--- src/rtl/nodf_module_status_tracker.sv ---
// Handshake status tracker for one ap_ctrl_hs block: counts
// transactions, busy/stall cycles and per-transaction latency.
module nodf_module_status_tracker #(
  parameter int CNT_W = 32
) (
  input  logic             clock,
  input  logic             reset,
  input  logic             ap_start,
  input  logic             ap_ready,
  input  logic             ap_done,
  input  logic             ap_continue,
  input  logic             finish,
  output logic [1:0]       status,
  output logic [CNT_W-1:0] start_cnt,
  output logic [CNT_W-1:0] ready_cnt,
  output logic [CNT_W-1:0] done_cnt,
  output logic [CNT_W-1:0] active_cycles,
  output logic [CNT_W-1:0] stall_cycles,
  output logic [CNT_W-1:0] last_latency,
  output logic [CNT_W-1:0] min_latency,
  output logic [CNT_W-1:0] max_latency,
  output logic             finished,
  output logic             proto_err
);

  typedef enum logic [1:0] {
    IDLE  = 2'd0,
    RUN   = 2'd1,
    STALL = 2'd2,
    FIN   = 2'd3
  } state_t;

  localparam logic [CNT_W-1:0] ONES = '1;
  localparam logic [CNT_W-1:0] ONE  = CNT_W'(1);

  state_t           state, state_n;
  logic [CNT_W-1:0] lat_cnt, lat_cnt_n;
  logic [CNT_W-1:0] start_n, ready_n, done_n;
  logic [CNT_W-1:0] act_n, stall_n;
  logic [CNT_W-1:0] last_n, min_n, max_n;
  logic [CNT_W-1:0] lat_v;
  logic             fin_n, perr_n, done_ev;

  function automatic logic [CNT_W-1:0] sat_inc(
    input logic [CNT_W-1:0] v
  );
    return (v == ONES) ? v : v + ONE;
  endfunction

  always_comb begin
    state_n   = state;
    lat_cnt_n = lat_cnt;
    start_n   = start_cnt;
    ready_n   = ready_cnt;
    done_n    = done_cnt;
    act_n     = active_cycles;
    stall_n   = stall_cycles;
    last_n    = last_latency;
    min_n     = min_latency;
    max_n     = max_latency;
    fin_n     = finished;
    perr_n    = proto_err;
    lat_v     = '0;
    done_ev   = 1'b0;
    unique case (state)
      IDLE: begin
        if (ap_start) begin
          start_n   = sat_inc(start_cnt);
          lat_cnt_n = ONE;
          if (ap_done) begin
            done_ev = 1'b1;
            lat_v   = ONE;
          end else begin
            state_n = RUN;
          end
        end else if (ap_done) begin
          perr_n = 1'b1;
        end
      end
      RUN: begin
        act_n     = sat_inc(active_cycles);
        lat_v     = sat_inc(lat_cnt);
        lat_cnt_n = lat_v;
        done_ev   = ap_done;
      end
      STALL: begin
        if (ap_continue) state_n = IDLE;
        else stall_n = sat_inc(stall_cycles);
      end
      FIN: ;
      default: ;
    endcase
    if (done_ev) begin
      done_n  = sat_inc(done_cnt);
      last_n  = lat_v;
      if (lat_v < min_latency) min_n = lat_v;
      if (lat_v > max_latency) max_n = lat_v;
      state_n = ap_continue ? IDLE : STALL;
    end
    if (state != FIN && ap_ready)
      ready_n = sat_inc(ready_cnt);
    // finish wins the next state but the cycle's events still count
    if (state != FIN && finish) begin
      state_n = FIN;
      fin_n   = 1'b1;
    end
  end

  always_ff @(posedge clock) begin
    if (reset) begin
      state         <= IDLE;
      lat_cnt       <= '0;
      start_cnt     <= '0;
      ready_cnt     <= '0;
      done_cnt      <= '0;
      active_cycles <= '0;
      stall_cycles  <= '0;
      last_latency  <= '0;
      min_latency   <= ONES;
      max_latency   <= '0;
      finished      <= 1'b0;
      proto_err     <= 1'b0;
    end else begin
      state         <= state_n;
      lat_cnt       <= lat_cnt_n;
      start_cnt     <= start_n;
      ready_cnt     <= ready_n;
      done_cnt      <= done_n;
      active_cycles <= act_n;
      stall_cycles  <= stall_n;
      last_latency  <= last_n;
      min_latency   <= min_n;
      max_latency   <= max_n;
      finished      <= fin_n;
      proto_err     <= perr_n;
    end
  end

  assign status = state;

endmodule

--- config.mk ---
export PLATFORM = sky130hd
export DESIGN_NAME = nodf_module_status_tracker
export DESIGN_NICKNAME = d
export VERILOG_FILES = /design/src/rtl/nodf_module_status_tracker.sv
export SDC_FILE = /design/constraint.sdc
export NUM_CORES = 1
export LEC_CHECK = 0
export ABC_AREA = 0
export CAP_MARGIN = 20
export CORE_ASPECT_RATIO = 1.2
export CORE_MARGIN = 10
export CORE_UTILIZATION = 53
export DETAILED_ROUTE_END_ITERATION = 16
export GPL_TIMING_DRIVEN = 0
export PLACE_DENSITY = 0.9
export SLEW_MARGIN = 30
export SYNTH_ARGS = -nofsm -noshare
export SYNTH_HDL_FRONTEND = slang
export SYNTH_SLANG_ARGS = --single-unit
--- constraint.sdc ---
create_clock -name clock -period 5.2 [get_ports clock]
set_input_delay 0.78 -clock clock [delete_from_list [all_inputs] [get_ports clock]]
set_output_delay 0.78 -clock clock [all_outputs]
set_load 0.01 [all_outputs]
### Yosys cells after proc, flatten, opt, wreduce, memory -nomap -nowiden

Index checks and enable logic that the tools add are counted.

| word-level totals | value |
|---|---|
| bits of input ports | 7 |
| logic and storage cells | 71 |
| register bits after elaboration | 292 |

| cells by class | value |
|---|---|
| reductions and logical operators | 15 |
| bitwise operators | 7 |
| equal/unequal tests | 13 |
| $lt $le $gt $ge | 2 |
| add/subtract/negate cells | 6 |
| muxes and demuxes | 16 |

Operators with widths:

| kind | number |
|---|---|
| 32-bit by 1-bit adder with 32-bit output, second input constant | 6 |
| 32-bit equality test, second input constant | 6 |
| 32-bit one-hot mux with 2 select lines | 2 |
| 32-bit two-way mux | 2 |
| 32-bit > comparator | 1 |
| 32-bit < comparator | 1 |
| 2-bit two-way mux | 6 |
| 4-bit inequality test, second input constant | 3 |
| 2-bit AND reduction | 6 |
| 3-bit AND reduction | 3 |
| 1-bit inverter | 7 |
| 1-bit two-way mux | 4 |
| 2-bit inequality test, second input constant | 2 |
| 2-bit one-hot mux with 2 select lines | 1 |
| 4-bit AND reduction | 1 |
| 4-bit nonzero test | 1 |
| 2-bit by 1-bit equality test with 1-bit output, second input constant | 1 |
| 2-bit equality test, second input constant | 1 |
| 1-bit logical AND | 2 |
| 2-bit zero test | 1 |
| 1-bit one-hot mux with 2 select lines | 1 |
| 2-bit nonzero test | 1 |

### Depth between registers and ports, before layout

Gate-level depths: netlist of the first run.

| depth | value |
|---|---|
| depth in word-level cells | 5 |
| depth in mapped cells | 17 |

### Least setup slack after synthesis of the first run

No wires, ideal clock.

| timing path | value |
|---|---|
| path type | register to register |
| start | register lat_cnt[12] |
| end | register min_latency[0] |
| cell stages (with the launch flop) | 17 |
| clock period less this slack | 3.852 ns |
| buffers on the path | 3 |
| setup slack | 1.348 ns |
| required time | 5.121 ns |
| data arrival time | 3.773 ns |
| setup time | 0.079 ns |
| cell sequence | dfxtp_1 -> and4_1 -> and4_1 -> buf_2 -> and3_1 -> buf_6 -> or4_1 -> a21oi_2 -> ha_1 -> a211oi_1 -> o21ai_1 -> a311oi_1 -> nor2_1 -> nor4_1 -> clkbuf_1 -> nand2_1 -> o211ai_1 |

| on the way | value |
|---|---|
| cells in the longest elaborated chain, start to end | 5 |
| elaborated cells between the ends (all ways) | 6 |
| classes of those cells | 1 x add/sub; 1 x order compare; 1 x eq/ne; 2 x mux; 1 x reduce/logical |

RTL lines:

| item | RTL line | text |
|---|---|---|
| from (decl) | 37 | `logic [CNT_W-1:0] lat_cnt, lat_cnt_n;` |
| from (signal assigned) | 125 | `lat_cnt <= lat_cnt_n;` |
| 32-bit by 1-bit adder with 32-bit output / 32-bit equality test (equally long branches) | 47 | `return (v == ONES) ? v : v + ONE;` |
| 32-bit two-way mux * | 47 |  |
| 32-bit one-hot mux with 2 select lines * | 65 | `unique case (state)` |
| via lat_v[17] | 41 | `logic [CNT_W-1:0] lat_v;` |
| 32-bit < comparator * | 96 | `if (lat_v < min_latency) min_n = lat_v;` |
| 2-bit AND reduction (no line) * | n/a |  |
| to (signal assigned) | 132 | `min_latency <= min_n;` |
| to (decl) | 20 | `output logic [CNT_W-1:0] min_latency,` |

The timed path passes the listed nets; every way through them passes the cells marked *.
A chain may end at the register's enable or synchronous reset.

### Worst setup path after layout of the first run

| timing path | value |
|---|---|
| start | register lat_cnt[0] |
| end | register max_latency[11] |

| on the way | value |
|---|---|
| cells in the longest elaborated chain, start to end | 5 |
| elaborated cells between the ends (all ways) | 6 |
| classes of those cells | 1 x add/sub; 1 x order compare; 1 x eq/ne; 2 x mux; 1 x reduce/logical |

RTL lines:

| item | RTL line | text |
|---|---|---|
| 32-bit by 1-bit adder with 32-bit output / 32-bit equality test (equally long branches) | 47 |  |
| 32-bit two-way mux * | 47 |  |
| 32-bit one-hot mux with 2 select lines * | 65 |  |
| via lat_v[22] | 41 |  |
| 32-bit > comparator * | 97 | `if (lat_v > max_latency) max_n = lat_v;` |
| 2-bit AND reduction (no line) * | n/a |  |
| to (signal assigned) | 133 | `max_latency <= max_n;` |
| to (decl) | 21 | `output logic [CNT_W-1:0] max_latency,` |

Marked as above.

==> results_dict.tcl, run 1 <==
set metrics [dict create \
    status "completed" \
    synth_common_cells "dfxtp_1 (292), nor2_1 (274), nand2_1 (151), a21oi_1 (110), inv_1 (85)" \
    place_inst 2371 \
    hold_violations 0 \
    critical_path_class "reg -> reg" \
    crit_buf_inv 1 \
    worst_slack_ps 297 \
    path_cells "ha_1 -> nand3_1 -> nor4_2 -> o21ai_1 -> or3_1 -> a21oi_1 -> ha_1 -> o21ai_0 -> nand2_1 -> o211ai_1 -> o221ai_1 -> o21ai_2 -> buf_2 -> mux2i_1 -> nor2_1" \
    fmax_mhz 204 \
    syn2layout_area_growth_pct 29.1 \
    syn-cell-area_um2 14500 \
    netlist_top_cells_area "dfxtp_1 (40%), nor2_1 (7.1%), ha_1 (6.0%)" \
    core_um2 27000 \
    place.gp.congestion 0.962 \
    wl_per_cell_um 18.8 \
    fp.dieW_um 171 \
    synth_seq_cells 292 \
    setup_tns_ps 0 \
    hp-start "last_latency[6]" \
    place_hpwl_um 33800 \
    cts_hold_buf 0 \
    ant_nets 0 \
    drive_above_1_share_pct 5.37 \
    pin_count 267 \
    synth_most_common_cell "dfxtp_1" \
    clock_latency_ps 550 \
    whs_ps 456 \
    path_max_fanout 10 \
    viasPerCell 5.88 \
    period_needed_ps 4900 \
    reg2reg_from "lat_cnt[0]" \
    layout_worst_path_cycle_share_pct 94.3 \
    fp.dieH_um 201 \
    grt_max_degree 16 \
    vias 14281 \
    htreeDepth 1 \
    cp.arrival_ps 5320 \
    cellPowerDensity_nw_per_um2 269 \
    yosys_warnings 0 \
    ys_types 65 \
    cts_tree "done" \
    finish.utilization_pct 69.3 \
    rsz0062_at_grt "no" \
    hold_class "reg -> reg" \
    design_area_um2 18700 \
    path_clk_slew_ps 70 \
    port_buffers 265 \
    max_stage_delay_ps 590 \
    dieArea_um2 34400 \
    synth_flop_cell "dfxtp_1" \
    drtIter0Drc 1235 \
    p_leak_nw 6.92 \
    antenna_found_initial 2 \
    skew_ps 9.22 \
    totalWireLength_um 45700 \
    yosysTopAreaCellShare_pct 40.3 \
    root_buffer "clkbuf_16" \
    yosys.area.top_type "dfxtp_1" \
    crit_path_end_kind "register" \
    maxSlewHeadroom_pct 34.8 \
    row_count 66 \
    setup_viol 0 \
    placed_area_um2 17600 \
    grt_pass1_vias 14162 \
    syn_avg_cell_area_um2 8.21 \
    cp-start-kind "register" \
    grtUsageTotal_pct 25.4 \
    vdd.ir_drop.worst_mv 0.258 \
    synth_cells 1766 \
    critical_path.startpoint "lat_cnt[0]" \
    synth.net_count 1842 \
    clock_sinks 292 \
    drv_cap 0 \
    crit_required_ps 5620 \
    num-nets-final 2139 \
    synth_edf_count 0 \
    cts_buffer_depth 3 \
    p_total_mw 5.03 \
    numCtsBuffers 30 \
    yosysSeqAreaShare_pct 40.3 \
    tightest_slew_ps 975 \
    path_delay_family "compound AO/OA/AOI/OAI gates" \
    place_ws_ps 152 \
    grt_pass1_wl_um 72400 \
    dr.pass1.iters 7 \
    drc 0 \
    synthArstFlopShare_pct 0 \
    cp_slowest_cell "a21oi_1" \
    overflow 0 \
    cp_common_cell "ha_1" \
    fin_cells 2429 \
    start_util_pct 53.7 \
    slew_violations 0 \
]
-- state kept, by name, summed over array words and instances (netlist names) --
signal,count
ready_cnt,32
lat_cnt,32
stall_cycles,32
active_cycles,32
status,2
last_latency,32
finished,1
proto_err,1
start_cnt,32
min_latency,32
done_cnt,32
max_latency,32
-- where the power goes --
part | switching, mW | total [mW] | internal, mW
Sequential | 0.0275 | 2.30 | 2.27
Clock | 0.944 | 2.41 | 1.47
Combinational | 0.203 | 0.322 | 0.119
-- final cells by class --
cell class | instances | area [µm²]
sequential | 292 | 5850
inverter | 85 | 319
timing repair buffer | 265 | 2650
multi-input combinational | 1319 | 8070
fill | 2042 | 8280
buffer | 70 | 302
clock buffer | 38 | 822
tap | 340 | 425
clock inverter | 18 | 287
antenna | 2 | 5.00
-- layer usage --
layer / track usage, % / part of all wire [%]
met1: 27.3 / 38
met2: 43.6 / 49
met3: 6.97 / 8.2
met4: 14.1 / 5.6
met5: 0 / 0
-- path summary, 6_finish.rpt --
path / to / slack, ps / cells past startpoint
worst min register to register: last_latency[6] / 460 / 2
worst max register to register: max_latency[11] / 300 / 15
worst min-delay path: last_latency[6] / 460 / 2
worst max-delay path: max_latency[11] / 300 / 15
-- kinds of logic after synthesis --
group           after synthesis  synth area share [%]
simple gates                782                  26.6
xor+xnor                    137                  8.28
fa+ha+maj                    69                  5.95
mux                          39                  2.70
flops                       292                  40.3
compound gates              292                  11.9
buf+inv                     155                  4.26
-- worst register-to-register path: stages, from the launching register on --
cell and delay, ps:
dfxtp_1 450, ha_1 260, nand3_1 240, nor4_2 370, o21ai_1 290, or3_1 390, a21oi_1 590, ha_1 370
o21ai_0 80, nand2_1 70, o211ai_1 80, o221ai_1 300, o21ai_2 540, buf_2 420, mux2i_1 270, nor2_1 60
-- what timing repair did --
item	CTS	global route
setup endpoints to repair	0	60
setup buffers	0	0
resized for setup	0	8
-- placed cells by master, fill, tap and decap left out, types with 4 or more instances in the layout --
master,count
a211oi_1,9
a21oi_1,110
a21oi_2,14
a31oi_1,33
and2_1,19
and3_1,38
and4_1,26
buf_2,11
buf_4,4
bufinv_16,7
clkbuf_1,54
clkbuf_16,31
clkdlybuf4s50_1,265
clkinv_2,4
clkinvlp_4,4
dfxtp_1,292
ha_1,69
inv_1,85
mux2i_1,38
nand2_1,151
nand2b_1,9
nand3_1,68
nand4_1,74
nor2_1,274
nor3_1,36
nor4_1,12
o211ai_1,7
o21a_1,6
o21ai_0,54
o21ai_1,33
o31ai_1,5
or2_2,5
or3_1,38
or4_1,11
xnor2_1,78
xor2_1,59
No activity file was read; power rests on OpenSTA's default activity.
==> inputs of run 2 (changes only) <==
Settings changed: CORE_MARGIN 10 to default.
==> run 2 against run 1 <==
  * Sequential cell count did not move
  * Combinational power barely moved
  * Non-clock buffer count did not move
  * Largest cell class unchanged
  * Via count fell by 0.41%
  * Routed wire length fell by 4.4%
==> results_dict.tcl, run 2 (same netlist as run 1, synthesis figures left out) <==
set metrics [dict create \
    p_total_mw 4.92 \
    row_count 65 \
    crit_path_end_kind "register" \
    antenna_found_initial 2 \
    clock_sinks 292 \
    dr.pass1.iters 5 \
    wl_met1_um 16200 \
    design_area_um2 18700 \
    rsz0062_at_grt "no" \
    p_leak_nw 6.91 \
    drive_above_1_share_pct 5.37 \
    hold_violations 0 \
    final_common_cell "dfxtp_1" \
    drv_cap 0 \
    fp.dieW_um 153 \
    drc 0 \
    cp_common_cell "ha_1" \
    final_cell_mix "dfxtp_1 (292), nor2_1 (274), clkdlybuf4s50_1 (265)" \
    maxSlewHeadroom_pct 36.0 \
    cts_tree "done" \
    clock_latency_ps 560 \
    path_max_fanout 10 \
    hold_class "reg -> reg" \
    drtIter0Drc 999 \
    pin_count 267 \
    place.gp.congestion 0.934 \
    ant_nets 0 \
    path_delay_family "compound AO/OA/AOI/OAI gates" \
    cp-start-kind "register" \
    crit_buf_inv 1 \
    htreeDepth 1 \
    vdd.ir_drop.worst_mv 0.249 \
    cp_slowest_cell "or4_1" \
    fmax_mhz 204 \
    grt_pass1_vias 13870 \
    path_clk_slew_ps 70 \
    port_buffers 265 \
    numCtsBuffers 30 \
    syn2layout_area_growth_pct 28.8 \
    vias 14223 \
    period_needed_ps 4890 \
    viasPerCell 5.87 \
    grt_pass1_wl_um 70500 \
    num-nets-final 2139 \
    critical_path_class "reg -> reg" \
    wl_met3_um 3350 \
    cts_buffer_depth 3 \
    fillers 1991 \
    totalWireLength_um 43700 \
    core_um2 26600 \
    start_util_pct 54.5 \
    cellPowerDensity_nw_per_um2 263 \
    status "completed" \
    slew_violations 0 \
    grtUsageTotal_pct 30.6 \
    root_buffer "clkbuf_16" \
    setup_viol 0 \
    place_hpwl_um 31900 \
    wl_met2_um 21500 \
    whs_ps 458 \
    path_cells "ha_1 -> nand3_1 -> or4_1 -> o2111ai_2 -> o21ai_0 -> a21oi_2 -> ha_1 -> nand4_1 -> nor3_1 -> o211ai_1 -> o221ai_1 -> o21ai_2 -> buf_2 -> mux2i_1 -> nor2_1" \
    wl_per_cell_um 18.0 \
    skew_ps 18.4 \
    tightest_slew_ps 957 \
    placed_area_um2 17600 \
    fp.dieH_um 183 \
    max_stage_delay_ps 610 \
    top_layer "met4" \
    dieArea_um2 28000 \
    cp.arrival_ps 5320 \
    setup_tns_ps 0 \
    grt_max_degree 16 \
    layout_worst_path_cycle_share_pct 94.1 \
    overflow 0 \
    crit_required_ps 5630 \
]
## run 2: area by class of cell
| type | count | area, µm² | area share (%) |
|---|---|---|---|
| antenna | 2 | 5.00 | 0.0268 |
| buffer | 70 | 299 | 1.60 |
| clock buffer | 40 | 860 | 4.60 |
| clock inverter | 16 | 204 | 1.09 |
| inverter | 85 | 319 | 1.71 |
| multi-input combinational | 1319 | 8080 | 43.2 |
| sequential | 292 | 5850 | 31.3 |
| tap | 335 | 419 | 2.24 |
| timing repair buffer | 265 | 2650 | 14.2 |
## run 2: final timing paths
path,start,to,slack [ps],cells after the start
worst max-delay path,lat_cnt[0],max_latency[11],310,15
worst min-delay path,last_latency[6],last_latency[6],460,2
worst max register to register,lat_cnt[0],max_latency[11],310,15
worst min register to register,last_latency[6],last_latency[6],460,2
## run 2: report_power, final
part | internal (mW) | switching (mW) | leakage (nW)
sequential | 2.27 | 0.0269 | 2.36
combinational | 0.119 | 0.201 | 4.04
clock | 1.36 | 0.941 | 0.508
total | 3.75 | 1.17 | 6.91
## run 2: routing by layer
| layer | GRT usage (%) | vias to the layer above |
|---|---|---|
| li1 | - | 6773 |
| met1 | 33.6 | 6683 |
| met2 | 55.1 | 609 |
| met3 | 5.74 | 158 |
| met4 | 18.1 | 0 |
| met5 | 0 | - |
## run 2: tightest hold or removal path: cells and delay by family (launching register included)
kind	cells	cell delay (ps)
flops	1	310
simple gates	1	50
compound gates	1	50
## run 2: through the flow
stage	cells	util [%]	setup WS, ps
final	2424	70.2	307
after global routing	2424	70.2	98.5
after CTS	2422	70.1	22.2
after detailed placement	2366	66.1	113
after global placement	2366	66.1	181
after floorplan	1766	-	1350
## run 2: repair_timing
item / 4_1_cts / 5_1_grt
hold buffers: 0 / 0
endpoints found under the hold margin: 0 / 0
buffers inserted: 0 / 0
endpoints found under the setup margin: 0 / 62
resized for setup: 0 / 6
==> inputs of run 3 (changes only) <==
Settings changed: CTS_CLUSTER_SIZE from default to 20.
==> results of run 3 <==
Same layout as run 2: the final DEF is identical, and so are final timing and power.
